$ cat config.mk
export PLATFORM = sky130hd
export DESIGN_NAME = cfg_cmd_ctrl
export DESIGN_NICKNAME = d
export VERILOG_FILES = /design/src/rtl/cfg_cmd_pkg.sv /design/src/rtl/cfg_vsync_edge.sv /design/src/rtl/cfg_cmd_ctrl.sv
export SDC_FILE = /design/constraint.sdc
export NUM_CORES = 1
export LEC_CHECK = 0
export BUFFER_PORTS_ARGS = -buffer_cell sky130_fd_sc_hd__buf_2
export CAP_MARGIN = 10
export CORE_UTILIZATION = 59
export DETAILED_ROUTE_END_ITERATION = 8
export PLACE_DENSITY = 0.8
export SLEW_MARGIN = 15
export SYNTH_ARGS = -nofsm -noshare
export SYNTH_HDL_FRONTEND = slang
export SYNTH_SLANG_ARGS = --single-unit
$ cat constraint.sdc
create_clock -name sclk -period 4.8 [get_ports sclk]
set_input_delay 0.96 -clock sclk [delete_from_list [all_inputs] [get_ports sclk]]
set_output_delay 0.96 -clock sclk [all_outputs]
set_load 0.01 [all_outputs]
$ cat src/rtl/cfg_cmd_pkg.sv
// Shared encodings for the SPI configuration controller: FSM states, framing
// bytes, command codes and the saturating error-count helper.
package cfg_cmd_pkg;

  typedef enum logic [2:0] {
    IDLE     = 3'd0,
    GET_CMD  = 3'd1,
    GET_DATA = 3'd2,
    GET_CSUM = 3'd3,
    EXEC     = 3'd4
  } state_t;

  localparam logic [7:0] HDR      = 8'h55;
  localparam logic [7:0] ACK      = 8'hA5;
  localparam logic [7:0] NACK     = 8'h5E;

  localparam logic [7:0] CMD_THR  = 8'h01;
  localparam logic [7:0] CMD_CH   = 8'h02;
  localparam logic [7:0] CMD_TGL  = 8'h03;
  localparam logic [7:0] CMD_STAT = 8'h10;

  function automatic logic [7:0] sat_inc(input logic [7:0] v);
    return (v == 8'hFF) ? v : v + 8'd1;
  endfunction

endpackage

$ cat src/rtl/cfg_vsync_edge.sv
// Brings the camera vsync into the sclk domain and flags its rising edge.
module cfg_vsync_edge (
  input  logic sclk,
  input  logic s_rst,
  input  logic vsync,
  output logic rise
);

  logic sync_p0, sync_p1, sync_p2;

  always_ff @(posedge sclk) begin
    if (s_rst) begin
      sync_p0 <= 1'b0;
      sync_p1 <= 1'b0;
      sync_p2 <= 1'b0;
    end else begin
      sync_p0 <= vsync;
      sync_p1 <= sync_p0;
      sync_p2 <= sync_p1;
    end
  end

  // Combinational pulse: the commit register downstream is the third stage.
  assign rise = sync_p1 & ~sync_p2;

endmodule

$ cat src/rtl/cfg_cmd_ctrl.sv
// SPI command parser with shadow registers; threshold and channel select are
// committed together on each synchronised vsync rising edge.
module cfg_cmd_ctrl
  import cfg_cmd_pkg::*;
#(
  parameter int         TIMEOUT_CYC = 50000,
  parameter logic [7:0] THR_DEF     = 8'd50,
  parameter logic [7:0] THR_MIN     = 8'd10,
  parameter logic [7:0] THR_MAX     = 8'd200
) (
  input  logic       sclk,
  input  logic       s_rst,
  input  logic [7:0] rxd_data,
  input  logic       rxd_flag,
  input  logic       vsync,
  output logic [7:0] yuzhi,
  output logic       ch_select,
  output logic [7:0] txd_data,
  output logic       txd_load,
  output logic       pend,
  output logic [7:0] err_cnt
);

  localparam int TO_W = $clog2(TIMEOUT_CYC + 1);

  state_t          state, state_nxt;
  logic [TO_W-1:0] to_cnt;
  logic [7:0]      cmd_r, data_r, csum_r;
  logic [7:0]      shd_thr, shd_thr_nxt;
  logic            shd_ch, shd_ch_nxt;
  logic [7:0]      yuzhi_nxt;
  logic            ch_nxt;
  logic [7:0]      resp, sum;
  logic            rsp_vld, reject, in_get, timeout, rise;

  cfg_vsync_edge u_vsync_edge (
    .sclk  (sclk),
    .s_rst (s_rst),
    .vsync (vsync),
    .rise  (rise)
  );

  assign in_get  = (state == GET_CMD) || (state == GET_DATA) || (state == GET_CSUM);
  assign timeout = in_get && !rxd_flag && (to_cnt == TO_W'(TIMEOUT_CYC));
  assign sum     = cmd_r + data_r;

  always_comb begin
    state_nxt = state;
    case (state)
      IDLE:     if (rxd_flag && rxd_data == HDR) state_nxt = GET_CMD;
      GET_CMD:  if (rxd_flag) state_nxt = GET_DATA; else if (timeout) state_nxt = IDLE;
      GET_DATA: if (rxd_flag) state_nxt = GET_CSUM; else if (timeout) state_nxt = IDLE;
      GET_CSUM: if (rxd_flag) state_nxt = EXEC;     else if (timeout) state_nxt = IDLE;
      EXEC:     state_nxt = IDLE;
      default:  state_nxt = IDLE;
    endcase
  end

  // Command execution; status reads the registered pend/ch_select.
  always_comb begin
    shd_thr_nxt = shd_thr;
    shd_ch_nxt  = shd_ch;
    resp        = NACK;
    rsp_vld     = 1'b0;
    reject      = timeout;
    if (state == EXEC) begin
      rsp_vld = 1'b1;
      if (sum != csum_r) begin
        reject = 1'b1;
      end else begin
        case (cmd_r)
          CMD_THR: begin
            if (data_r >= THR_MIN && data_r <= THR_MAX) begin
              shd_thr_nxt = data_r;
              resp        = ACK;
            end else begin
              reject = 1'b1;
            end
          end
          CMD_CH: begin
            shd_ch_nxt = data_r[0];
            resp       = ACK;
          end
          CMD_TGL: begin
            shd_ch_nxt = ~shd_ch;
            resp       = ACK;
          end
          CMD_STAT: resp = {pend, ch_select, 6'b0};
          default:  reject = 1'b1;
        endcase
      end
    end
  end

  // Commit samples the shadow before any same-cycle write lands.
  assign yuzhi_nxt = rise ? shd_thr : yuzhi;
  assign ch_nxt    = rise ? shd_ch  : ch_select;

  always_ff @(posedge sclk) begin
    if (s_rst) begin
      state     <= IDLE;
      to_cnt    <= '0;
      shd_thr   <= THR_DEF;
      shd_ch    <= 1'b0;
      yuzhi     <= THR_DEF;
      ch_select <= 1'b0;
      txd_data  <= 8'h00;
      txd_load  <= 1'b0;
      pend      <= 1'b0;
      err_cnt   <= 8'h00;
    end else begin
      state     <= state_nxt;
      to_cnt    <= (rxd_flag || !in_get || timeout) ? '0 : to_cnt + TO_W'(1);
      shd_thr   <= shd_thr_nxt;
      shd_ch    <= shd_ch_nxt;
      yuzhi     <= yuzhi_nxt;
      ch_select <= ch_nxt;
      txd_load  <= rsp_vld;
      if (rsp_vld) txd_data <= resp;
      pend      <= (shd_thr_nxt != yuzhi_nxt) || (shd_ch_nxt != ch_nxt);
      if (reject) err_cnt <= sat_inc(err_cnt);
    end
  end

  always_ff @(posedge sclk) begin
    if (rxd_flag && state == GET_CMD)  cmd_r  <= rxd_data;
    if (rxd_flag && state == GET_DATA) data_r <= rxd_data;
    if (rxd_flag && state == GET_CSUM) csum_r <= rxd_data;
  end

endmodule
==> results.md <==
* Outcome: finished clean
* Dominant cells by area after synthesis: sky130_fd_sc_hd__dfxtp_1 (28%), sky130_fd_sc_hd__edfxtp_1 (18%), sky130_fd_sc_hd__xor2_1 (5.6%), sky130_fd_sc_hd__nor2_1 (4.9%), sky130_fd_sc_hd__nand2_1 (4.2%)
* Final critical-path setup slack at around 0.9 ns
* Number of endpoints failing setup at the final stage at 0
* Total Neg Setup Slack at 0 ns
* Horiz. Die Dim at about 83 microns
* Async set-or-reset flop fraction in the synthesized netlist at 0%
* Routed vias at slightly above 3,000
* Top FF cell, synth: sky130_fd_sc_hd__dfxtp_1
* PD cells at around 280 nW/um^2
* Final net count at roughly 470
* Worst slack, placed at 0.980 ns
* ANT nets after route at 0
* Post-CTS Setup Repair Bufs at 0
* Antenna violations before repair at 0
* Slew at the pin with the worst max-slew slack at approximately 0.94 ns
* Highest Clock Rate at roughly 260 MHz
* Final hold slack at ~0.45 ns
* Count of routing violations after the opening detailed-route iteration at 265
* Number of placed I/O pins at 39
* First-pass GRT wire length at 14,100 microns
* Relative max-transition margin at a little over a third
* Sum of net half-perimeters after detailed placement at between 5000 and 6000 microns
* Leading cell types by count after synthesis: sky130_fd_sc_hd__dfxtp_1 (55), sky130_fd_sc_hd__nor2_1 (51), sky130_fd_sc_hd__nand2_1 (44)
* Clock buffer depth at 2
* Placed instance count at around 500
* Worst endpoint required time at roughly 5.0 ns
* Crit path largest cell delay at 0.77 ns
* Source-to-sink clock delay at the later pin of the worst-skew pair at ~0.35 ns
* Startpoint type of the worst setup path: flip-flop
* Syn. warnings at 0
* Pin count of the biggest net entering global routing at 33
* Sequential element share of the synthesized area at ~47%
* Number of flops mapped to enable cells by yosys at 24
* Non-filler cells, final at 531
* Sink count of the clock tree at 79
* Via count of the first global-routing pass at 3,010
* Delay-heaviest family, CP: compound AO/OA/AOI/OAI gates
* Average detailed-routed wire length per instance at around 15 microns
* Global-route usage over all layers at about a quarter
* Critical path capture point type: flip-flop
* Time the worst path needs with I/O delays and setup at around 3.9 ns
* Hold-fix buffers at CTS at 0
* Number of max-cap violations at 0
* Diode insertion count for antenna repair at 0
* Critical path cell sequence: ha_1 > fa_1 > a211o_1 > a21o_1 > a211oi_2 > o2111ai_2 > nor4_1 > a21boi_0 > o211ai_2 > nand4_1 > o41a_1
* Vias/cell at ~5.9
* Slew Limit Fails at 0
* Die footprint at about 7000 sq um
* Layout Skew at approximately 0.0092 ns
* Worst Hold Class: flip-flop to flip-flop
* Area share of the largest cell type after synthesis at approximately 28%
* Clock buffer count from CTS at 9
* Post-Route WL at about 8200 microns
* Initial Util at around three fifths
* Total of fill cells in the finished design at between 400 and 500
* Total count of hold-check failures in the final report at 0
* Floorplan row count at 29
* Share of the cycle needed by the critical path after routing at between 80% and 90%
* Clk pin slew, worst setup/hold paths at 0.08 ns
* Post-Syn Nets at between 400 and 500
* Post-synthesis instance area at about 3900 sq um
* Cell with the biggest individual delay on the critical path: sky130_fd_sc_hd__nor4_1
* Max FO, Critical Path at 8
* Unrepaired setup endpoints after global routing: no
* Global-route congestion overflow total at 0
* Clk root buf: sky130_fd_sc_hd__clkbuf_8
* Synthesis-stage register bit count at 79
* Number of remaining DRC errors at 0
* Cell with the most instances after synthesis: sky130_fd_sc_hd__dfxtp_1
* Post-layout utilization of the core at 68.2%
* Weighted congestion at the end of routability-driven global placement at ~0.88
* Fraction of final layout cells sized beyond drive strength 1 at between 10% and 20%
* Lkg Pwr at roughly 1.6 nW
* Number of input and output port buffers inserted at 38
* Cell type contributing the most total cell area after synthesis: sky130_fd_sc_hd__dfxtp_1
* Die Span Y at between 80 and 90 microns
* Startpoint-to-endpoint class of the critical path: flip-flop to flip-flop
* Endpoint arrival time on the critical path at 4.15 ns
* Gate count after technology mapping at just over 400
* Worst voltage drop across the vdd grid at 0.000203 V
* TritonCTS clock tree: built
* Core Box Area at 6350 sq um
* Number of levels in the clock H-tree at 3
* Number of iterations in the first detailed-routing pass at 4
* Count of buffering cells on the critical path with inverters included at 0
* Post-cts gate resize count at 0
* Synth Area per Inst at roughly 9.5 sq um
* Distinct cells, synth at between 50 and 60
* Area Growth Syn to Fin at 11.1%
## cell type report
class	count	area (sq um)	area share, %
Clock inverter	6	41.3	0.953
Timing Repair Buffer	41	213	4.91
Tap cell	77	96.3	2.22
Clock buffer	10	149	3.44
Multi-Input combinational cell	310	1980	45.7
Inverter	8	30.0	0.693
Sequential cell	79	1820	42.0
## logic make-up (layout without fill, tap and decap cells)
| logic type | after synthesis | after routing | synth area share (%) |
|---|---|---|---|
| and+or+nand+nor | 175 | 175 | 21.9 |
| xor gates and xnor gates | 42 | 42 | 9.43 |
| muxes | 12 | 12 | 3.08 |
| AOI/OAI and AO/OA | 70 | 70 | 12.6 |
| buffers and inverters | 22 | 65 | 2.47 |
| DFF | 79 | 79 | 46.7 |
| adders and majority gates | 11 | 11 | 3.72 |
## state kept, by name, indices dropped and copies added, names as in the netlist, 3 cells and up
signal / flops
shd_thr: 8
yuzhi: 8
state: 3
data_r: 8
txd_data: 5
to_cnt: 16
err_cnt: 8
csum_r: 8
cmd_r: 8
## layout by cell type (no fill, tap or decap), types with 3 or more instances in the layout
cell	Yosys	routed
sky130_fd_sc_hd__clkbuf_8	0	9
sky130_fd_sc_hd__xnor2_1	17	17
sky130_fd_sc_hd__o21ai_0	15	15
sky130_fd_sc_hd__nor4_1	6	6
sky130_fd_sc_hd__or3_1	6	6
sky130_fd_sc_hd__a211oi_1	3	3
sky130_fd_sc_hd__inv_1	8	8
sky130_fd_sc_hd__mux2i_1	12	12
sky130_fd_sc_hd__o32ai_1	4	4
sky130_fd_sc_hd__ha_1	10	10
sky130_fd_sc_hd__a21o_1	3	3
sky130_fd_sc_hd__a21boi_0	4	4
sky130_fd_sc_hd__a21oi_1	17	17
sky130_fd_sc_hd__xor2_1	25	25
sky130_fd_sc_hd__nor3_1	10	10
sky130_fd_sc_hd__and3_1	13	13
sky130_fd_sc_hd__buf_2	2	38
sky130_fd_sc_hd__dfxtp_1	55	55
sky130_fd_sc_hd__edfxtp_1	24	24
sky130_fd_sc_hd__nor2_1	51	51
sky130_fd_sc_hd__buf_4	3	3
sky130_fd_sc_hd__nand4_1	8	8
sky130_fd_sc_hd__nand3_1	15	15
sky130_fd_sc_hd__and2_1	4	4
sky130_fd_sc_hd__nor2b_1	6	6
sky130_fd_sc_hd__or4_1	3	3
sky130_fd_sc_hd__a211o_1	3	3
sky130_fd_sc_hd__nand2_1	44	44
## worst paths after layout
path	slack (ns)	cells after the start	end	startpoint
max	0.89	11	pend	data_r[0]
min	0.45	1	u_vsync_edge.sync_p1	u_vsync_edge.sync_p0
max reg2reg	0.89	11	pend	data_r[0]
min reg2reg	0.45	1	u_vsync_edge.sync_p1	u_vsync_edge.sync_p0
## report_power, final
group | leakage (nW) | total, W | internal (W) | switching (W)
combinational | 0.865 | 0.0000308 | 0.0000112 | 0.0000196
clock | 0.0935 | 0.000474 | 0.000220 | 0.000254
sequential | 0.660 | 0.000691 | 0.000689 | 0.00000272
total | 1.62 | 0.00120 | 0.000920 | 0.000276
## per-layer routing
metal | vias up | part of all wire, % | track usage, %
li1 | 1554 | - | -
met1 | 1463 | 44 | 32.5
met2 | 86 | 49 | 41.4
met3 | 10 | 5.1 | 6.16
met4 | 0 | 1.4 | 10.2
met5 | - | 0 | 0
## stage by stage
step | cell area, sq um | power [W]
after floorplan | 3900 | 0.000724
after global placement | 4140 | 0.000737
after detailed placement | 4140 | 0.000738
after CTS | 4330 | 0.00121
after global routing | 4330 | 0.00125
final | 4330 | 0.00120
Note: power is estimated with default switching activity, not from simulation.
